<file path="config.mk">
export PLATFORM = sky130hd
export DESIGN_NAME = kpscan
export DESIGN_NICKNAME = d
export VERILOG_FILES = /design/src/rtl/kpscan_pkg.sv /design/src/rtl/kp_tick_gen.sv /design/src/rtl/kpscan.sv
export SDC_FILE = /design/constraint.sdc
export NUM_CORES = 1
export LEC_CHECK = 0
export BUFFER_PORTS_ARGS = -buffer_cell sky130_fd_sc_hd__buf_4
export CAP_MARGIN = 20
export CORE_AREA = 5 5 73 75
export DETAILED_ROUTE_END_ITERATION = 8
export DIE_AREA = 0 0 78 80
export SLEW_MARGIN = 20
export SYNTH_ARGS = -nofsm -noshare
export SYNTH_HDL_FRONTEND = slang
export SYNTH_SLANG_ARGS = --single-unit
export TNS_END_PERCENT = 10
</file>
<file path="constraint.sdc">
create_clock -name clk -period 2.6 [get_ports clk]
set_clock_uncertainty 0.15 [all_clocks]
set_input_delay 0.52 -clock clk [delete_from_list [all_inputs] [get_ports clk]]
set_output_delay 0.52 -clock clk [all_outputs]
set_load 0.03 [all_outputs]
</file>
<file path="src/rtl/kpscan_pkg.sv">
// Shared types and helpers for the kpscan keypad front end.
// The auto-repeat option itself is selected in kpscan by KPSCAN_REPEAT_EN.
package kpscan_pkg;

  typedef enum logic [1:0] {
    SCAN     = 2'd0,
    DEBOUNCE = 2'd1,
    HELD     = 2'd2,
    RELEASE  = 2'd3
  } kpscan_state_t;

  localparam logic [3:0] COL_FIRST = 4'b1110;
  localparam logic [3:0] ROWS_NONE = 4'hF;

  // A pattern names a single key only when exactly one row is pulled low.
  function automatic logic one_low(input logic [3:0] rows);
    logic [3:0] low;
    low = ~rows;
    return (low != 4'd0) && ((low & (low - 4'd1)) == 4'd0);
  endfunction

endpackage

</file>
<file path="src/rtl/kp_tick_gen.sv">
// Free-running prescaler for the keypad scan: one-clk tick every DIV clocks.
module kp_tick_gen #(
  parameter int DIV = 50000
) (
  input  logic clk,
  input  logic reset_n,
  output logic tick
);

  localparam int CNT_W = $clog2(DIV);
  localparam logic [CNT_W-1:0] CNT_LAST = CNT_W'(DIV - 1);

  logic [CNT_W-1:0] cnt;

  always_ff @(posedge clk) begin
    if (!reset_n) begin
      cnt <= '0;
    end else if (cnt == CNT_LAST) begin
      cnt <= '0;
    end else begin
      cnt <= cnt + 1'b1;
    end
  end

  assign tick = (cnt == CNT_LAST);

endmodule

</file>
<file path="src/rtl/kpscan.sv">
// 4x4 keypad scanner: column drive, row synchronizer, press/release debounce.
// Define KPSCAN_REPEAT_EN to add auto-repeat pulses while a key is held.
//
// state    | meaning
// SCAN     | rotating the low column, waiting for a single-row hit
// DEBOUNCE | column frozen, counting ticks the hit stays identical
// HELD     | key accepted, kpr_out/key_down asserted
// RELEASE  | key looks gone, counting ticks before dropping it
module kpscan
  import kpscan_pkg::*;
#(
  parameter int SCAN_DIV     = 50000,
  parameter int DEBOUNCE_CNT = 20,
  parameter int REPEAT_DELAY = 500,
  parameter int REPEAT_RATE  = 100
) (
  input  logic       clk,
  input  logic       reset_n,
  input  logic [3:0] kpr,
  output logic [3:0] kpc,
  output logic [3:0] kpr_out,
  output logic       key_down,
  output logic       key_pulse
);

  if (SCAN_DIV < 2 || DEBOUNCE_CNT < 2 || REPEAT_DELAY < 1 || REPEAT_RATE < 1) begin : g_param_check
    $error("kpscan: SCAN_DIV and DEBOUNCE_CNT must be >= 2, repeat intervals >= 1");
  end

  localparam int KCNT_W = $clog2(DEBOUNCE_CNT + 1);
  localparam logic [KCNT_W-1:0] KCNT_MAX  = KCNT_W'(DEBOUNCE_CNT);
  localparam logic [KCNT_W-1:0] KCNT_LAST = KCNT_W'(DEBOUNCE_CNT - 1);
  localparam logic [KCNT_W-1:0] KCNT_ONE  = KCNT_W'(1);

  logic [3:0]        rs_meta;
  logic [3:0]        rs;
  logic [3:0]        ref_rows;
  logic              tick;
  logic              rs_match;
  kpscan_state_t     state;
  logic [KCNT_W-1:0] key_cnt;

`ifdef KPSCAN_REPEAT_EN
  localparam int REP_MAX = (REPEAT_DELAY > REPEAT_RATE) ? REPEAT_DELAY : REPEAT_RATE;
  localparam int REP_W   = $clog2(REP_MAX + 1);
  localparam logic [REP_W-1:0] REP_DELAY_LAST = REP_W'(REPEAT_DELAY - 1);
  localparam logic [REP_W-1:0] REP_RATE_LAST  = REP_W'(REPEAT_RATE - 1);

  logic [REP_W-1:0] rep_cnt;
  logic             rep_first;
  logic             rep_fire;

  assign rep_fire = (rep_cnt == (rep_first ? REP_DELAY_LAST : REP_RATE_LAST));
`endif

  kp_tick_gen #(
    .DIV (SCAN_DIV)
  ) u_tick (
    .clk     (clk),
    .reset_n (reset_n),
    .tick    (tick)
  );

  // Rows are asynchronous to clk; only the second flop is looked at.
  always_ff @(posedge clk) begin
    if (!reset_n) begin
      rs_meta <= ROWS_NONE;
      rs      <= ROWS_NONE;
    end else begin
      rs_meta <= kpr;
      rs      <= rs_meta;
    end
  end

  assign rs_match = (rs == ref_rows);

  always_ff @(posedge clk) begin
    if (!reset_n) begin
      state     <= SCAN;
      kpc       <= COL_FIRST;
      kpr_out   <= ROWS_NONE;
      key_down  <= 1'b0;
      key_pulse <= 1'b0;
      key_cnt   <= '0;
      ref_rows  <= ROWS_NONE;
`ifdef KPSCAN_REPEAT_EN
      rep_cnt   <= '0;
      rep_first <= 1'b1;
`endif
    end else begin
      key_pulse <= 1'b0;
      if (tick) begin
        unique case (state)
          SCAN: begin
            if (one_low(rs)) begin
              state    <= DEBOUNCE;
              key_cnt  <= KCNT_ONE;
              ref_rows <= rs;
            end else begin
              kpc <= {kpc[2:0], kpc[3]};
            end
          end
          DEBOUNCE: begin
            if (!rs_match) begin
              state   <= SCAN;
              key_cnt <= '0;
            end else if (key_cnt >= KCNT_LAST) begin
              state     <= HELD;
              key_cnt   <= KCNT_MAX;
              kpr_out   <= ref_rows;
              key_down  <= 1'b1;
              key_pulse <= 1'b1;
`ifdef KPSCAN_REPEAT_EN
              rep_cnt   <= '0;
              rep_first <= 1'b1;
`endif
            end else begin
              key_cnt <= key_cnt + 1'b1;
            end
          end
          HELD: begin
            if (!rs_match) begin
              state   <= RELEASE;
              key_cnt <= KCNT_ONE;
`ifdef KPSCAN_REPEAT_EN
              rep_cnt   <= '0;
              rep_first <= 1'b1;
            end else if (rep_fire) begin
              key_pulse <= 1'b1;
              rep_cnt   <= '0;
              rep_first <= 1'b0;
            end else begin
              rep_cnt <= rep_cnt + 1'b1;
`endif
            end
          end
          RELEASE: begin
            if (rs_match) begin
              // Bounce on release: back to HELD without a fresh press event.
              state   <= HELD;
              key_cnt <= '0;
`ifdef KPSCAN_REPEAT_EN
              rep_cnt   <= '0;
              rep_first <= 1'b1;
`endif
            end else if (key_cnt >= KCNT_LAST) begin
              state    <= SCAN;
              key_cnt  <= '0;
              kpr_out  <= ROWS_NONE;
              key_down <= 1'b0;
            end else begin
              key_cnt <= key_cnt + 1'b1;
            end
          end
        endcase
      end
    end
  end

endmodule

</file>
==> results of run 1 <==
==> critical path, delay by kind of cell (launching register included) <==
kind | cells | cell delay (ns)
flops | 1 | 0.34
simple gates | 4 | 1.44
mux | 1 | 0.23
==> where the power goes <==
part	switching (uW)	internal, uW	leakage [uW]
logic	31.4	21.8	0.000516
clock network	225	313	0.0000585
registers	7.01	698	0.000365
total	264	1030	0.000940
==> placed cells by master, fill, tap and decap left out, types with 2 or more instances in the layout <==
cell type	instances
nor2b_1	2
clkbuf_8	6
dfxtp_1	45
nand2b_1	10
xor2_1	10
nand3_1	9
nor2_1	28
nor4_4	2
ha_1	2
o21ai_0	3
nand4_1	5
nor3_1	4
a21oi_1	2
nand2_1	21
mux2i_1	13
nand3_2	2
buf_4	16
xnor2_1	12
nand4b_1	3
inv_1	5
nor3b_1	6
==> registers in the layout, summed over array words and instances, names as in the netlist, named ones only <==
register	count
key_cnt	5
key_down	1
key_pulse	1
kpc	4
kpr_out	4
ref_rows	4
rs	4
rs_meta	4
state	1
u_tick.cnt	16
==> synthesized netlist by cell type, types with 3 or more instances <==
| cell type | number | share of area |
|---|---|---|
| clkbuf_1 | 5 | 0.0093 |
| dfxtp_1 | 45 | 0.45 |
| inv_1 | 5 | 0.0093 |
| mux2i_1 | 13 | 0.065 |
| nand2_1 | 21 | 0.039 |
| nand2b_1 | 10 | 0.031 |
| nand3_1 | 9 | 0.022 |
| nand4_1 | 5 | 0.016 |
| nand4b_1 | 3 | 0.013 |
| nor2_1 | 28 | 0.052 |
| nor3_1 | 4 | 0.010 |
| nor3b_1 | 6 | 0.022 |
| o21ai_0 | 3 | 0.0075 |
| xnor2_1 | 12 | 0.052 |
| xor2_1 | 10 | 0.044 |
==> kinds of logic (layout without fill, tap and decap cells) <==
group / Yosys count / after routing
AO/OA/AOI/OAI: 15 / 15
XOR/XNOR: 22 / 22
adder cells (fa/ha/maj): 2 / 2
buffers and inverters: 12 / 30
flip-flops: 45 / 45
multiplexers: 14 / 14
AND/OR/NAND/NOR: 101 / 101
==> stage by stage <==
step	total power [uW]	hold WS, ns	setup WS, ns	std cells	area (um^2)
6_report	1300	0.254	0.339	283	2290
5_1_grt	1360	0.241	0.222	283	2290
3_3_place_gp	775	0.238	0.393	275	2170
2_1_floorplan	760	0.236	0.554	211	2010
4_1_cts	1320	0.247	0.329	283	2290
3_5_place_dp	776	0.244	0.321	275	2170
==> path summary, 6_finish.rpt <==
check                           cells past startpoint                 startpoint  slack [ns]                    end
worst max register to register                      5  u_tick.cnt[12]$_SDFF_PP0_        0.34    kpc[2]$_SDFFE_PN1P_
worst min register to register                      1      rs_meta[3]$_SDFF_PN1_        0.26       rs[3]$_SDFF_PN1_
worst min-delay path                                2                     kpr[0]        0.25  rs_meta[0]$_SDFF_PN1_
worst max-delay path                                5  u_tick.cnt[12]$_SDFF_PP0_        0.34    kpc[2]$_SDFFE_PN1P_
==> area by class of cell <==
| cell class | count | share of cell area |
|---|---|---|
| tap | 54 | 0.0295 |
| timing repair buffer | 16 | 0.0525 |
| clock inverter | 1 | 0.0131 |
| multi-input combinational | 154 | 0.464 |
| clock buffer | 7 | 0.0377 |
| inverter | 6 | 0.00984 |
| sequential | 45 | 0.394 |
==> metal layers <==
layer	part of all wire	vias to the layer above	track usage
li1	-	766	-
met1	0.50	675	0.173
met2	0.43	26	0.196
met3	0.050	6	0.0372
met4	0.016	0	0.0557
met5	0	-	0
==> flow_summary.json, run 1 <==
{
  "vias_per_cell": 5.20,
  "synthCells": 211,
  "root_buffer": "clkbuf_8",
  "period_share": 0.870,
  "grt_max_degree": 24,
  "synth_xor_area_frac": 0.0958,
  "grt_pass1_vias": 1421,
  "slew_viol_final": 0,
  "post_cts_buffers": 0,
  "grt_pass1_wl_um": 6510,
  "core_area_um2": 4600,
  "synth_fa_ha_area_frac": 0.0124,
  "path_cells": "or4b_4 -> nor4_4 -> nand4b_2 -> mux2i_1 -> nand2_1",
  "layout_min_cycle_time_ns": 2.26,
  "max_slew_margin": 0.594,
  "synth_edf_count": 0,
  "place_hpwl_um": 2540,
  "antenna_left": 0,
  "multi_input_area_um2": 1060,
  "required_ns": 2.63,
  "synth_flop_cell": "dfxtp_1",
  "cp_slowest_cell": "or4b_4",
  "drc": 0,
  "clock_sinks": 45,
  "final_nets": 236,
  "hp-class": "in2reg",
  "rsz0062_at_grt": "false",
  "endpoint_kind": "register",
  "vias": 1473,
  "area_growth_syn_to_layout_pct": 13.8,
  "path_max_fanout": 6,
  "die_h_um": 80,
  "leakage_uw": 0.000940,
  "rows": 25,
  "globalRouteOverflowTotal": 0,
  "finalCoreUtilization": 0.498,
  "postSynth.asyncResetShare": 0,
  "cts_made_buffers": 5,
  "routabilityCongestion": 0.797,
  "syn-cell-area_um2": 2010,
  "crit_type": "reg2reg",
  "critPathLaunchType": "register",
  "antenna_found_initial": 0,
  "postCtsHoldBufs": 0,
  "antenna_cells": 0,
  "synth.ff_latch_count": 45,
  "ctsResizeCount": 0,
  "synth_compound_area_frac": 0.0591,
  "cts_tree": "yes",
  "final.fill_count": 433,
  "die_w_um": 78,
  "ys.warnings.count": 0,
  "tns_ns": 0,
  "wl_per_cell_um": 13.0,
  "drt_iter0_drc": 43,
  "regArea_um2": 901,
  "status": "completed",
  "clk_pin_slew_ns": 0.08,
  "setup_viol": 0,
  "max_stage_delay_ns": 0.58,
  "io_pins": 16,
  "yosysSeqAreaShare": 0.448,
  "max_freq_mhz": 442,
  "htreeDepth": 2,
  "ys_types": 42,
  "numPortBuffers": 15,
  "floorplan.initialDensity": 0.437,
  "synth.area.mux_share": 0.0722,
  "critPathArrivalTime_ns": 2.29,
  "clk_latency_ns": 0.29,
  "tightestPinTransition_ns": 0.593,
  "ir_drop_mv": 0.407,
  "avgSynthCellArea_um2": 9.53,
  "yosys.area_share.simple": 0.288,
  "syn-num-nets": 219,
  "drive_above_1_share": 0.153,
  "postRouteWirelength_um": 3680,
  "hold_violations": 0,
  "power.density_nw_per_um2": 567,
  "globalRouteTotalUtil": 0.130,
  "dieArea_um2": 6240,
  "synth_top_family_by_area": "simple AND/OR/NAND/NOR gates",
  "first_pass_iters": 4,
  "cts_max_path_buffers": 2,
  "maxCapViolCount": 0
}
No activity file was read; power rests on OpenSTA's default activity.
==> run 2, diff against run 1 <==
--- a/config.mk
+++ b/config.mk
@@ -8,6 +8,7 @@
 export BUFFER_PORTS_ARGS = -buffer_cell sky130_fd_sc_hd__buf_4
 export CAP_MARGIN = 20
 export CORE_AREA = 5 5 73 75
+export CTS_BUF_LIST = sky130_fd_sc_hd__clkbuf_4 sky130_fd_sc_hd__clkbuf_8
 export DETAILED_ROUTE_END_ITERATION = 8
 export DIE_AREA = 0 0 78 80
 export SLEW_MARGIN = 20
==> run 2 against run 1 <==
  * Utilization is 0.082 points higher
  * Hold slack worse by 0.0037 ns
  * Combinational power hardly changed
  * First-iteration DRC count is 2.3% higher
  * Critical path type unchanged
==> flow_summary.json, run 2 (same netlist as run 1, synthesis figures left out) <==
{
  "largest_reg_flops": 16,
  "drc": 0,
  "final_cell_mix": "45 x dfxtp_1, 28 x nor2_1, 21 x nand2_1",
  "dieArea_um2": 6240,
  "tightestPinTransition_ns": 0.616,
  "hold_violations": 0,
  "place_hpwl_um": 2540,
  "path_cells": "or4b_4 -> nor4_4 -> nand4b_2 -> mux2i_1 -> nand2_1",
  "wl_per_cell_um": 13.1,
  "clock_sinks": 45,
  "multi_input_area_um2": 1060,
  "post-place-ws_ns": 0.321,
  "drive_above_1_share": 0.157,
  "rows": 25,
  "max_stage_delay_ns": 0.58,
  "clk_latency_ns": 0.29,
  "vias": 1468,
  "endpoint_kind": "register",
  "crit_type": "reg2reg",
  "leakage_uw": 0.000943,
  "floorplan.initialDensity": 0.437,
  "globalRouteOverflowTotal": 0,
  "globalRouteTotalUtil": 0.130,
  "grt_pass1_vias": 1422,
  "required_ns": 2.63,
  "vias_per_cell": 5.19,
  "cts_made_buffers": 5,
  "critPathTopFamily": "simple AND/OR/NAND/NOR gates",
  "rsz0062_at_grt": "false",
  "first_pass_iters": 4,
  "postRouteWirelength_um": 3700,
  "top_regs": "u_tick.cnt (16), key_cnt (5)",
  "max_freq_mhz": 442,
  "grt_max_degree": 24,
  "layout_commonest_cell": "dfxtp_1",
  "grt_pass1_wl_um": 6510,
  "ir_drop_mv": 0.408,
  "numPortBuffers": 15,
  "slew_viol_final": 0,
  "layout_setup_ws_ns": 0.339,
  "period_share": 0.870,
  "ctsResizeCount": 0,
  "layout_min_cycle_time_ns": 2.26,
  "drt_iter0_drc": 44,
  "postCtsHoldBufs": 0,
  "root_buffer": "clkbuf_8",
  "die_h_um": 80,
  "cts_tree": "yes",
  "path_max_fanout": 6,
  "dpl_cell_area_um2": 2170,
  "setup_viol": 0,
  "cts_max_path_buffers": 2,
  "final.fill_count": 434,
  "antenna_cells": 0,
  "htreeDepth": 2,
  "post_cts_buffers": 0,
  "area_growth_syn_to_layout_pct": 14.0,
  "cp_slowest_cell": "or4b_4",
  "top_register": "u_tick.cnt",
  "maxCapViolCount": 0,
  "final_nets": 236,
  "path_buf_inv": 0,
  "power.density_nw_per_um2": 572,
  "io_pins": 16,
  "clk_pin_slew_ns": 0.08,
  "regArea_um2": 901,
  "stdcell_area_um2": 2290,
  "antenna_left": 0,
  "die_w_um": 78,
  "tns_ns": 0,
  "hp-class": "in2reg",
  "status": "completed",
  "antenna_found_initial": 0,
  "routabilityCongestion": 0.797,
  "core_area_um2": 4600,
  "critPathLaunchType": "register",
  "max_slew_margin": 0.579,
  "critPathArrivalTime_ns": 2.29
}
run 2: final timing paths:
kind                        startpoint                    end  slack (ns)  cells after the start
min                             kpr[2]  rs_meta[2]$_SDFF_PN1_        0.25                      2
min reg2reg      rs_meta[3]$_SDFF_PN1_       rs[3]$_SDFF_PN1_        0.26                      1
max reg2reg  u_tick.cnt[12]$_SDFF_PP0_    kpc[2]$_SDFFE_PN1P_        0.34                      5
max          u_tick.cnt[12]$_SDFF_PP0_    kpc[2]$_SDFFE_PN1P_        0.34                      5
run 2: layout make-up:
type                    count  area share
flip-flops and latches     45       0.393
well taps                  54      0.0295
inverters                   6     0.00983
multi-input cells         154       0.463
clock buffers               7      0.0393
clock inverters             1      0.0131
repair buffers             16      0.0524
run 2: per-layer routing:
| metal | vias to the layer above | part of all wire | track usage |
|---|---|---|---|
| met3 | 6 | 0.050 | 0.0372 |
| met5 | - | 0 | 0 |
| li1 | 766 | - | - |
| met1 | 665 | 0.50 | 0.172 |
| met4 | 0 | 0.016 | 0.0557 |
| met2 | 31 | 0.43 | 0.199 |
run 2: report_power, final:
part | switching [uW] | internal, uW
Combinational | 31.6 | 21.8
Sequential | 7.03 | 698
Clock | 228 | 324
run 2: through the flow:
step                       util  cells  total power (uW)  hold WS [ns]
after global routing      0.499    283              1370         0.244
after global placement    0.472    275               775         0.238
after CTS                 0.499    283              1330         0.247
final                     0.499    283              1310         0.251
after detailed placement  0.472    275               776         0.244
after floorplan               -    211               760         0.236
run 2: worst reg2reg max path, cell delays in order (launching register included):
cell and delay, ns:
dfxtp_1 0.34, or4b_4 0.58, nor4_4 0.50, nand4b_2 0.29, mux2i_1 0.23, nand2_1 0.07
==> run 3, diff against run 2 <==
==> constraint.sdc (replaced) <==
create_clock -name clk -period 2.6 [get_ports clk]
set_clock_uncertainty 0.15 [all_clocks]
set_input_delay 0.26 -clock clk [delete_from_list [all_inputs] [get_ports clk]]
set_output_delay 0.26 -clock clk [all_outputs]
set_load 0.03 [all_outputs]
==> run 3 against run 2 <==
  * Global-route usage grew 0.19 points
  * Count of clock-buffer cells in the layout did not move
  * Non-clock buffer count rose by 4
  * Sequential power is essentially flat
  * Sequential cell count unchanged
  * Setup slack improved by 0.0021 ns
  * Combinational power is 8.8% higher
  * Largest power group unchanged
  * Maximum frequency is essentially flat
==> flow_summary.json, run 3 (same netlist as run 1, synthesis figures left out) <==
{
  "drive_above_1_share": 0.155,
  "wl_per_cell_um": 13.0,
  "clock_sinks": 45,
  "finalCoreUtilization": 0.507,
  "core_area_um2": 4600,
  "power.density_nw_per_um2": 564,
  "tightestPinTransition_ns": 0.597,
  "ctsResizeCount": 0,
  "status": "completed",
  "antenna_left": 0,
  "final.fill_count": 429,
  "crit_cells": 5,
  "path_max_fanout": 6,
  "rr_worst_depth": 5,
  "dpl_cell_area_um2": 2170,
  "vias_per_cell": 5.17,
  "setup_viol": 0,
  "required_ns": 2.63,
  "p_total_uw": 1320,
  "first_pass_iters": 4,
  "cts_max_path_buffers": 2,
  "stdcell_area_um2": 2330,
  "area_growth_syn_to_layout_pct": 16.0,
  "max_stage_delay_ns": 0.58,
  "postRouteWirelength_um": 3740,
  "regArea_um2": 901,
  "period_share": 0.869,
  "max_slew_margin": 0.592,
  "critPathTopFamily": "simple AND/OR/NAND/NOR gates",
  "grt_max_degree": 24,
  "floorplan.initialDensity": 0.437,
  "rsz0062_at_grt": "false",
  "place_hpwl_um": 2540,
  "grt_pass1_vias": 1459,
  "clk_latency_ns": 0.29,
  "final_cell_mix": "45 x dfxtp_1, 28 x nor2_1, 21 x nand2_1",
  "largest_reg_flops": 16,
  "die_h_um": 80,
  "critPathArrivalTime_ns": 2.29,
  "io_pins": 16,
  "tns_ns": 0,
  "dieArea_um2": 6240,
  "numPortBuffers": 15,
  "antenna_cells": 0,
  "crit_type": "reg2reg",
  "grt_pass1_wl_um": 6620,
  "endpoint_kind": "register",
  "startpoint": "u_tick.cnt[12]$_SDFF_PP0_",
  "leakage_uw": 0.000960,
  "ir_drop_mv": 0.407,
  "max_freq_mhz": 443,
  "clk_pin_slew_ns": 0.08,
  "htreeDepth": 2,
  "reg2reg_to": "kpc[2]$_SDFFE_PN1P_",
  "hold_violations": 0,
  "crit_end": "kpc[2]$_SDFFE_PN1P_",
  "drc": 0,
  "maxCapViolCount": 0,
  "postCtsHoldBufs": 4,
  "multi_input_area_um2": 1060,
  "antenna_found_initial": 0,
  "globalRouteTotalUtil": 0.132,
  "drt_iter0_drc": 45,
  "reg2reg_from": "u_tick.cnt[12]$_SDFF_PP0_",
  "cts_made_buffers": 5,
  "cp_slowest_cell": "or4b_4",
  "critPathLaunchType": "register",
  "vias": 1483,
  "path_buf_inv": 0,
  "routabilityCongestion": 0.797,
  "path_cells": "or4b_4 -> nor4_4 -> nand4b_2 -> mux2i_1 -> nand2_1",
  "root_buffer": "clkbuf_8",
  "layout_commonest_cell": "dfxtp_1",
  "cts_tree": "yes",
  "hp-class": "in2reg",
  "layout_min_cycle_time_ns": 2.26,
  "top_regs": "u_tick.cnt (16), key_cnt (5)",
  "rows": 25,
  "final_nets": 240,
  "slew_viol_final": 0,
  "die_w_um": 78,
  "top_register": "u_tick.cnt",
  "post_cts_buffers": 0,
  "globalRouteOverflowTotal": 0,
  "rrSetupSlack_ns": 0.34
}
## run 3: through the flow
| step | cells | worst slack [ns] | hold WS (ns) |
|---|---|---|---|
| 4_1_cts | 287 | 0.329 | 0.115 |
| 2_1_floorplan | 211 | 0.554 | 0.211 |
| 3_3_place_gp | 275 | 0.393 | 0.238 |
| 5_1_grt | 287 | 0.222 | 0.117 |
| 6_report | 287 | 0.341 | 0.117 |
| 3_5_place_dp | 275 | 0.321 | 0.244 |
## run 3: power breakdown
group          total [uW]  internal [uW]  switching (uW)
registers             705            698            7.09
clock network         552            324             229
logic                58.1           25.7            32.4
## run 3: layout make-up
class / count / area share
clock inverters: 1 / 0.0129
well taps: 54 / 0.0290
inverters: 6 / 0.00966
repair buffers: 20 / 0.0687
flip-flops and latches: 45 / 0.386
multi-input cells: 154 / 0.455
clock buffers: 7 / 0.0386
## run 3: worst min path at each step
| stage | end | from | cells past startpoint |
|---|---|---|---|
| global placement | rs[3]$_SDFF_PN1_ | rs_meta[3]$_SDFF_PN1_ | 1 |
| detailed placement | rs[3]$_SDFF_PN1_ | rs_meta[3]$_SDFF_PN1_ | 1 |
| floorplan | rs_meta[0]$_SDFF_PN1_ | kpr[0] | 1 |
| CTS | ref_rows[3]$_SDFFE_PN1P_ | reset_n | 2 |
| global route | ref_rows[3]$_SDFFE_PN1P_ | reset_n | 2 |
| finish | ref_rows[0]$_SDFFE_PN1P_ | reset_n | 2 |
## run 3: worst register-to-register path, stage by stage (launching register included)
cell	delay [ns]
dfxtp_1	0.34
or4b_4	0.58
nor4_4	0.49
nand4b_2	0.29
mux2i_1	0.23
nand2_1	0.07
## run 3: per-layer routing
metal / wire [um] / global-route usage / vias up
met1: 1860 / 0.174 / 680
li1: - / - / 770
met2: 1630 / 0.203 / 27
met3: 185 / 0.0372 / 6
met4: 60 / 0.0557 / 0
met5: 0 / 0 / -
